$ cat src/rtl/dphy_rx_ctrl_pkg.sv
// Shared LP line codes and lane state encoding for the D-PHY RX HS controller.
package dphy_rx_ctrl_pkg;

    localparam logic [1:0] LP_STOP = 2'b11;
    localparam logic [1:0] LP_HSRQ = 2'b01;
    localparam logic [1:0] LP_BRDG = 2'b00;
    localparam logic [1:0] LP_ESC  = 2'b10;

    typedef enum logic [2:0] {
        STOP_WAIT,
        STOP,
        HS_RQST,
        BRIDGE,
        SETTLE,
        HS,
        ESC
    } lane_state_e;

endpackage

$ cat src/rtl/dphy_rx_lane_ctrl.sv
// One D-PHY lane: LP synchronizer, glitch filter, request FSM and term/settle timer.
//
// state     | meaning
// STOP_WAIT | after reset or error; waiting for LP-11
// STOP      | LP-11 seen, idle
// HS_RQST   | LP-01 seen, waiting for bridge
// BRIDGE    | LP-00, timing until termination enable
// SETTLE    | termination on, timing until HS receiver enable
// HS        | termination and HS receiver on
// ESC       | escape entry; waits for LP-11, no HS
module dphy_rx_lane_ctrl
    import dphy_rx_ctrl_pkg::*;
#(
    parameter int LP_FILT    = 2,
    parameter int TERM_CNT   = 3,
    parameter int SETTLE_CNT = 8,
    parameter int CNT_W      = 8
) (
    input  logic clk_byte_fr_i,
    input  logic reset_byte_fr_n_i,
    input  logic lp_p,
    input  logic lp_n,
    output logic term_en,
    output logic hs_en,
    output logic err
);

    localparam int RUN_W = $clog2(LP_FILT + 1);

    logic [1:0]       sync_q1, sync_q2, prev_q, filt_q, filt_n;
    logic [RUN_W-1:0] run_q, run_n;
    logic [CNT_W-1:0] cnt_q;
    lane_state_e      state_q;

    // The FSM acts on the filter's next value so the line-to-FSM latency stays at 2+LP_FILT.
    always_comb begin
        run_n  = run_q;
        filt_n = filt_q;
        if (sync_q2 != prev_q) begin
            run_n = RUN_W'(1);
        end else if (run_q != RUN_W'(LP_FILT)) begin
            run_n = run_q + RUN_W'(1);
        end
        if (run_n == RUN_W'(LP_FILT)) begin
            filt_n = sync_q2;
        end
    end

    always_ff @(posedge clk_byte_fr_i) begin
        if (!reset_byte_fr_n_i) begin
            sync_q1 <= LP_STOP;
            sync_q2 <= LP_STOP;
            prev_q  <= LP_STOP;
            filt_q  <= LP_STOP;
            run_q   <= '0;
            cnt_q   <= '0;
            state_q <= STOP_WAIT;
            term_en <= 1'b0;
            hs_en   <= 1'b0;
            err     <= 1'b0;
        end else begin
            sync_q1 <= {lp_p, lp_n};
            sync_q2 <= sync_q1;
            prev_q  <= sync_q2;
            run_q   <= run_n;
            filt_q  <= filt_n;
            err     <= 1'b0;
            case (state_q)
                STOP_WAIT: begin
                    term_en <= 1'b0;
                    hs_en   <= 1'b0;
                    if (filt_n == LP_STOP) state_q <= STOP;
                end
                STOP: begin
                    term_en <= 1'b0;
                    hs_en   <= 1'b0;
                    if (filt_n == LP_HSRQ) begin
                        state_q <= HS_RQST;
                    end else if (filt_n == LP_ESC) begin
                        state_q <= ESC;
                    end else if (filt_n == LP_BRDG) begin
                        state_q <= STOP_WAIT;
                        err     <= 1'b1;
                    end
                end
                HS_RQST: begin
                    term_en <= 1'b0;
                    hs_en   <= 1'b0;
                    if (filt_n == LP_BRDG) begin
                        state_q <= BRIDGE;
                        cnt_q   <= '0;
                    end else if (filt_n == LP_STOP) begin
                        state_q <= STOP;
                    end else if (filt_n == LP_ESC) begin
                        state_q <= STOP_WAIT;
                        err     <= 1'b1;
                    end
                end
                BRIDGE, SETTLE: begin
                    // Enables are left as-is on LP-11; STOP clears them one edge later.
                    if (filt_n == LP_STOP) begin
                        state_q <= STOP;
                    end else if (filt_n != LP_BRDG) begin
                        state_q <= STOP_WAIT;
                        err     <= 1'b1;
                        term_en <= 1'b0;
                        hs_en   <= 1'b0;
                        cnt_q   <= '0;
                    end else if (state_q == BRIDGE && cnt_q == CNT_W'(TERM_CNT - 1)) begin
                        state_q <= SETTLE;
                        term_en <= 1'b1;
                        cnt_q   <= '0;
                    end else if (state_q == SETTLE && cnt_q == CNT_W'(SETTLE_CNT - 1)) begin
                        state_q <= HS;
                        hs_en   <= 1'b1;
                        cnt_q   <= '0;
                    end else begin
                        cnt_q <= cnt_q + CNT_W'(1);
                    end
                end
                HS: begin
                    if (filt_n == LP_STOP) state_q <= STOP;
                end
                ESC: begin
                    term_en <= 1'b0;
                    hs_en   <= 1'b0;
                    if (filt_n == LP_STOP) state_q <= STOP;
                end
                default: begin
                    state_q <= STOP_WAIT;
                    term_en <= 1'b0;
                    hs_en   <= 1'b0;
                end
            endcase
        end
    end

endmodule

$ cat src/rtl/dphy_rx_hs_ctrl.sv
// D-PHY RX termination / HS-enable sequencer: clock lane plus up to four data lanes.
module dphy_rx_hs_ctrl
    import dphy_rx_ctrl_pkg::*;
#(
    parameter int NUM_RX_LANE = 4,
    parameter int LP_FILT     = 2,
    parameter int TERM_CNT    = 3,
    parameter int SETTLE_CNT  = 8,
    parameter int CNT_W       = 8
) (
    input  logic clk_byte_fr_i,
    input  logic reset_byte_fr_n_i,
    input  logic lp_clk_rx_p_i,
    input  logic lp_clk_rx_n_i,
    input  logic lp_d0_rx_p_i,
    input  logic lp_d0_rx_n_i,
    input  logic lp_d1_rx_p_i,
    input  logic lp_d1_rx_n_i,
    input  logic lp_d2_rx_p_i,
    input  logic lp_d2_rx_n_i,
    input  logic lp_d3_rx_p_i,
    input  logic lp_d3_rx_n_i,
    output logic term_clk_en_o,
    output logic term_d0_en_o,
    output logic term_d1_en_o,
    output logic term_d2_en_o,
    output logic term_d3_en_o,
    output logic hs_d0_en_o,
    output logic hs_d1_en_o,
    output logic hs_d2_en_o,
    output logic hs_d3_en_o,
    output logic hs_active_o,
    output logic lp_err_o
);

    localparam logic [4:0] ACT5     = 5'((1 << NUM_RX_LANE) - 1);
    localparam logic [3:0] ACT_MASK = ACT5[3:0];

    logic [3:0] lp_p, lp_n, term_v, hs_v, err_v;
    logic       clk_err, clk_hs_en;

    assign lp_p = {lp_d3_rx_p_i, lp_d2_rx_p_i, lp_d1_rx_p_i, lp_d0_rx_p_i};
    assign lp_n = {lp_d3_rx_n_i, lp_d2_rx_n_i, lp_d1_rx_n_i, lp_d0_rx_n_i};

    // The clock lane's HS enable has no consumer; only its termination is driven out.
    dphy_rx_lane_ctrl #(
        .LP_FILT(LP_FILT), .TERM_CNT(TERM_CNT), .SETTLE_CNT(SETTLE_CNT), .CNT_W(CNT_W)
    ) u_lane_clk (
        .clk_byte_fr_i    (clk_byte_fr_i),
        .reset_byte_fr_n_i(reset_byte_fr_n_i),
        .lp_p             (lp_clk_rx_p_i),
        .lp_n             (lp_clk_rx_n_i),
        .term_en          (term_clk_en_o),
        .hs_en            (clk_hs_en),
        .err              (clk_err)
    );

    for (genvar i = 0; i < 4; i++) begin : g_data
        if (i < NUM_RX_LANE) begin : g_on
            dphy_rx_lane_ctrl #(
                .LP_FILT(LP_FILT), .TERM_CNT(TERM_CNT), .SETTLE_CNT(SETTLE_CNT), .CNT_W(CNT_W)
            ) u_lane (
                .clk_byte_fr_i    (clk_byte_fr_i),
                .reset_byte_fr_n_i(reset_byte_fr_n_i),
                .lp_p             (lp_p[i]),
                .lp_n             (lp_n[i]),
                .term_en          (term_v[i]),
                .hs_en            (hs_v[i]),
                .err              (err_v[i])
            );
        end else begin : g_off
            assign term_v[i] = 1'b0;
            assign hs_v[i]   = 1'b0;
            assign err_v[i]  = 1'b0;
        end
    end

    assign term_d0_en_o = term_v[0];
    assign term_d1_en_o = term_v[1];
    assign term_d2_en_o = term_v[2];
    assign term_d3_en_o = term_v[3];
    assign hs_d0_en_o   = hs_v[0];
    assign hs_d1_en_o   = hs_v[1];
    assign hs_d2_en_o   = hs_v[2];
    assign hs_d3_en_o   = hs_v[3];

    always_ff @(posedge clk_byte_fr_i) begin
        if (!reset_byte_fr_n_i) begin
            hs_active_o <= 1'b0;
            lp_err_o    <= 1'b0;
        end else begin
            hs_active_o <= &(hs_v | ~ACT_MASK);
            lp_err_o    <= (|(err_v & ACT_MASK)) | clk_err;
        end
    end

endmodule

$ cat config.mk
export PLATFORM = sky130hd
export DESIGN_NAME = dphy_rx_hs_ctrl
export DESIGN_NICKNAME = d
export VERILOG_FILES = /design/src/rtl/dphy_rx_ctrl_pkg.sv /design/src/rtl/dphy_rx_lane_ctrl.sv /design/src/rtl/dphy_rx_hs_ctrl.sv
export SDC_FILE = /design/constraint.sdc
export NUM_CORES = 1
export LEC_CHECK = 0
export ABC_AREA = 1
export CORE_MARGIN = 2
export CORE_UTILIZATION = 49
export DETAILED_ROUTE_END_ITERATION = 7
export HOLD_SLACK_MARGIN = 0.15
export PLACE_DENSITY_LB_ADDON = 0.3
export RECOVER_POWER = 50
export REMOVE_ABC_BUFFERS = 1
export SLEW_MARGIN = 20
export SYNTH_ARGS = -nofsm -noshare
export SYNTH_HDL_FRONTEND = slang
export SYNTH_HIERARCHICAL = 1
export SYNTH_SLANG_ARGS = --single-unit
$ cat constraint.sdc
create_clock -name clk_byte_fr_i -period 3 [get_ports clk_byte_fr_i]
set_clock_uncertainty 0.1 [all_clocks]
set_input_delay 0.75 -clock clk_byte_fr_i [delete_from_list [all_inputs] [get_ports clk_byte_fr_i]]
set_output_delay 0.75 -clock clk_byte_fr_i [all_outputs]
set_load 0.01 [all_outputs]
==> impl_metrics.py <==
metrics = {
    "clock_network": {
        "cts-root-buf": "clkbuf_16",
        "cts-hold-fix-buffers": 0,
        "cts_resized": 0,
        "cts_sinks": 121,
        "path_clk_slew_ns": 0.06,
        "clkLatencyLatePin_ns": 0.41,
        "cts.htree.levels": 4,
        "post-cts-setup-buffer-count": 0,
        "clockBufferDepth": 2,
        "cts_buffers": 17,
        "cts_tree": "yes",
    },
    "drt": {
        "wire_per_inst_um": 10.6,
        "firstDrtPassIters": 4,
        "antenna_left": 0,
        "via_per_inst": 4.83,
        "first_iter_violations": 300,
        "routed_wl_um": 12500,
        "num_vias": 5711,
        "drc_errors": 0,
    },
    "sta": {
        "fin_tns_setup_ns": 0,
        "slew_headroom_pct": 8.71,
        "hold_viol": 0,
        "max_freq_mhz": 383,
        "finalCritPeriodShare_pct": 87.0,
        "drv_slew": 0,
        "worst_slew_pin_slew_ns": 1.37,
        "layout_setup_ws_ns": 0.389,
        "layout_min_cycle_time_ns": 2.61,
        "grt_setup_unrepaired": "no",
        "setup_viol": 0,
    },
    "final_layout": {
        "drive_gt1_share_pct": 17.6,
        "multiInputGateArea_um2": 3770,
        "antenna_cells": 0,
        "fill_cells": 1306,
        "synthToLayoutAreaGrowth_pct": 14.3,
        "seq_area_um2": 2420,
        "layout_common_cells": "nand2_1 (211), nor2_1 (142), dfxtp_1 (121)",
        "fin_nets": 1037,
        "final_common_cell": "nand2_1",
    },
    "critical_path": {
        "rr_worst_depth": 13,
        "worstPathArrival_ns": 2.82,
        "reg2reg_slack_ns": 0.39,
        "startpoint_type": "flip-flop",
        "r2r-start": "g_data[3].g_on.u_lane/run_q[0]$_SDFF_PN0_",
        "endpoint_kind": "flip-flop",
        "crit_type": "flip-flop to flip-flop",
        "r2r-end": "g_data[3].g_on.u_lane/cnt_q[1]$_SDFFE_PN0P_",
        "cp.required_ns": 3.21,
        "crit_fanout": 9,
    },
    "grt": {
        "top_usage_layer": "met2",
        "met2_usage_pct": 31.5,
        "grt_max_degree": 24,
        "grt_pass1_wl_um": 22300,
        "use_met3_pct": 4.26,
        "grt_usage_pct": 18.5,
        "grt_antenna_before_repair": 0,
        "met1_usage_pct": 22.8,
        "grt.overflow.total": 0,
        "grt_pass1_vias": 5234,
    },
    "yosys": {
        "syn_area_um2": 6790,
        "synthCells": 952,
        "avgSynthCellArea_um2": 7.13,
        "yosysWarnings": 6,
    },
    "placed_design": {
        "globalplace.congestion": 0.865,
        "portBuffers": 22,
        "post-place-ws_ns": 0.430,
        "dp_hpwl_um": 9260,
    },
    "status": {
        "status": "finished, final reports clean",
    },
    "hold_path": {
        "hp-class": "flip-flop to flip-flop",
        "hold_depth": 1,
        "min_from": "g_data[3].g_on.u_lane/sync_q1[1]$_SDFF_PN1_",
        "hold_end": "g_data[3].g_on.u_lane/sync_q2[1]$_SDFF_PN1_",
    },
    "die": {
        "fp.dieW_um": 122,
        "die_h_um": 122,
        "die-area_um2": 14800,
        "ios": 23,
        "initial_utilization_pct": 49.5,
        "row_count": 43,
        "core_region_area_um2": 13700,
    },
    "pwr": {
        "p_leak_nw": 3.33,
        "finalPower_mw": 6.98,
        "vdd_drop_max_v": 0.000456,
        "cellPowerDensity_nw_per_um2": 900,
    },
    "job": {
        "maxCapViolCount": 0,
    },
}
[worst max-delay path, stage by stage, from the launching register on]
cell     delay [ns]
dfxtp_1        0.30
inv_1          0.04
ha_1           0.27
nand3_1        0.10
nor2_1         0.07
o21ai_0        0.43
inv_1          0.12
ha_1           0.25
inv_1          0.20
nand2_1        0.13
nand3_4        0.17
inv_6          0.07
o21ai_0        0.19
nor2_2         0.04
[worst max-delay path by stage]
stage	end	slack, ns	start	depth (start not counted)
floorplan	u_lane_clk/cnt_q[1]$_SDFFE_PN0P_	0.70	u_lane_clk/run_q[0]$_SDFF_PN0_	13
global placement	u_lane_clk/cnt_q[1]$_SDFFE_PN0P_	0.53	u_lane_clk/run_q[0]$_SDFF_PN0_	13
detailed placement	g_data[3].g_on.u_lane/cnt_q[1]$_SDFFE_PN0P_	0.43	g_data[3].g_on.u_lane/run_q[0]$_SDFF_PN0_	13
CTS	g_data[3].g_on.u_lane/cnt_q[1]$_SDFFE_PN0P_	0.38	g_data[3].g_on.u_lane/run_q[0]$_SDFF_PN0_	13
global route	g_data[3].g_on.u_lane/cnt_q[1]$_SDFFE_PN0P_	0.09	g_data[3].g_on.u_lane/run_q[0]$_SDFF_PN0_	13
finish	g_data[3].g_on.u_lane/cnt_q[1]$_SDFFE_PN0P_	0.39	g_data[3].g_on.u_lane/run_q[0]$_SDFF_PN0_	13
[power by group]
part	internal, mW	total [mW]	switching, mW
sequential	1.85	2.09	0.238
combinational	0.986	2.93	1.95
clock	1.22	1.96	0.739
[state kept, by name, indices dropped and copies added (netlist names), 2 cells and up]
signal                      count
g_data.g_on.u_lane/term_en      4
g_data.g_on.u_lane/sync_q1      8
g_data.g_on.u_lane/err          4
g_data.g_on.u_lane/state_q     12
u_lane_clk/filt_q               2
u_lane_clk/sync_q2              2
u_lane_clk/sync_q1              2
g_data.g_on.u_lane/prev_q       8
g_data.g_on.u_lane/filt_q       8
g_data.g_on.u_lane/cnt_q       32
g_data.g_on.u_lane/hs_en        4
u_lane_clk/cnt_q                8
u_lane_clk/prev_q               2
u_lane_clk/run_q                2
g_data.g_on.u_lane/run_q        8
g_data.g_on.u_lane/sync_q2      8
u_lane_clk/state_q              3
[stage by stage]
step	utilization [%]	instance area, um2	hold slack [ns]	instances
6_report	56.5	7760	0.310	1183
5_1_grt	56.5	7760	0.324	1183
4_1_cts	56.6	7760	0.312	1183
3_5_place_dp	52.4	7190	0.298	1151
3_3_place_gp	52.4	7190	0.293	1151
2_1_floorplan	-	6730	0.293	947
[routing by layer]
metal | vias up | part of all wire, %
met4 | 0 | 1.4
met5 | - | 0
met2 | 64 | 47
li1 | 3092 | -
met1 | 2538 | 49
met3 | 17 | 2.8
[layout make-up]
class                           instances  share of cell area, %
Tap cell                              180                   2.90
Timing Repair Buffer                   24                   2.87
Sequential cell                       121                   31.2
Clock inverter                         14                   1.90
Inverter                              137                   6.95
Multi-Input combinational cell        689                   48.6
Clock buffer                           18                   5.53
Note: power is estimated with default switching activity, not from simulation.
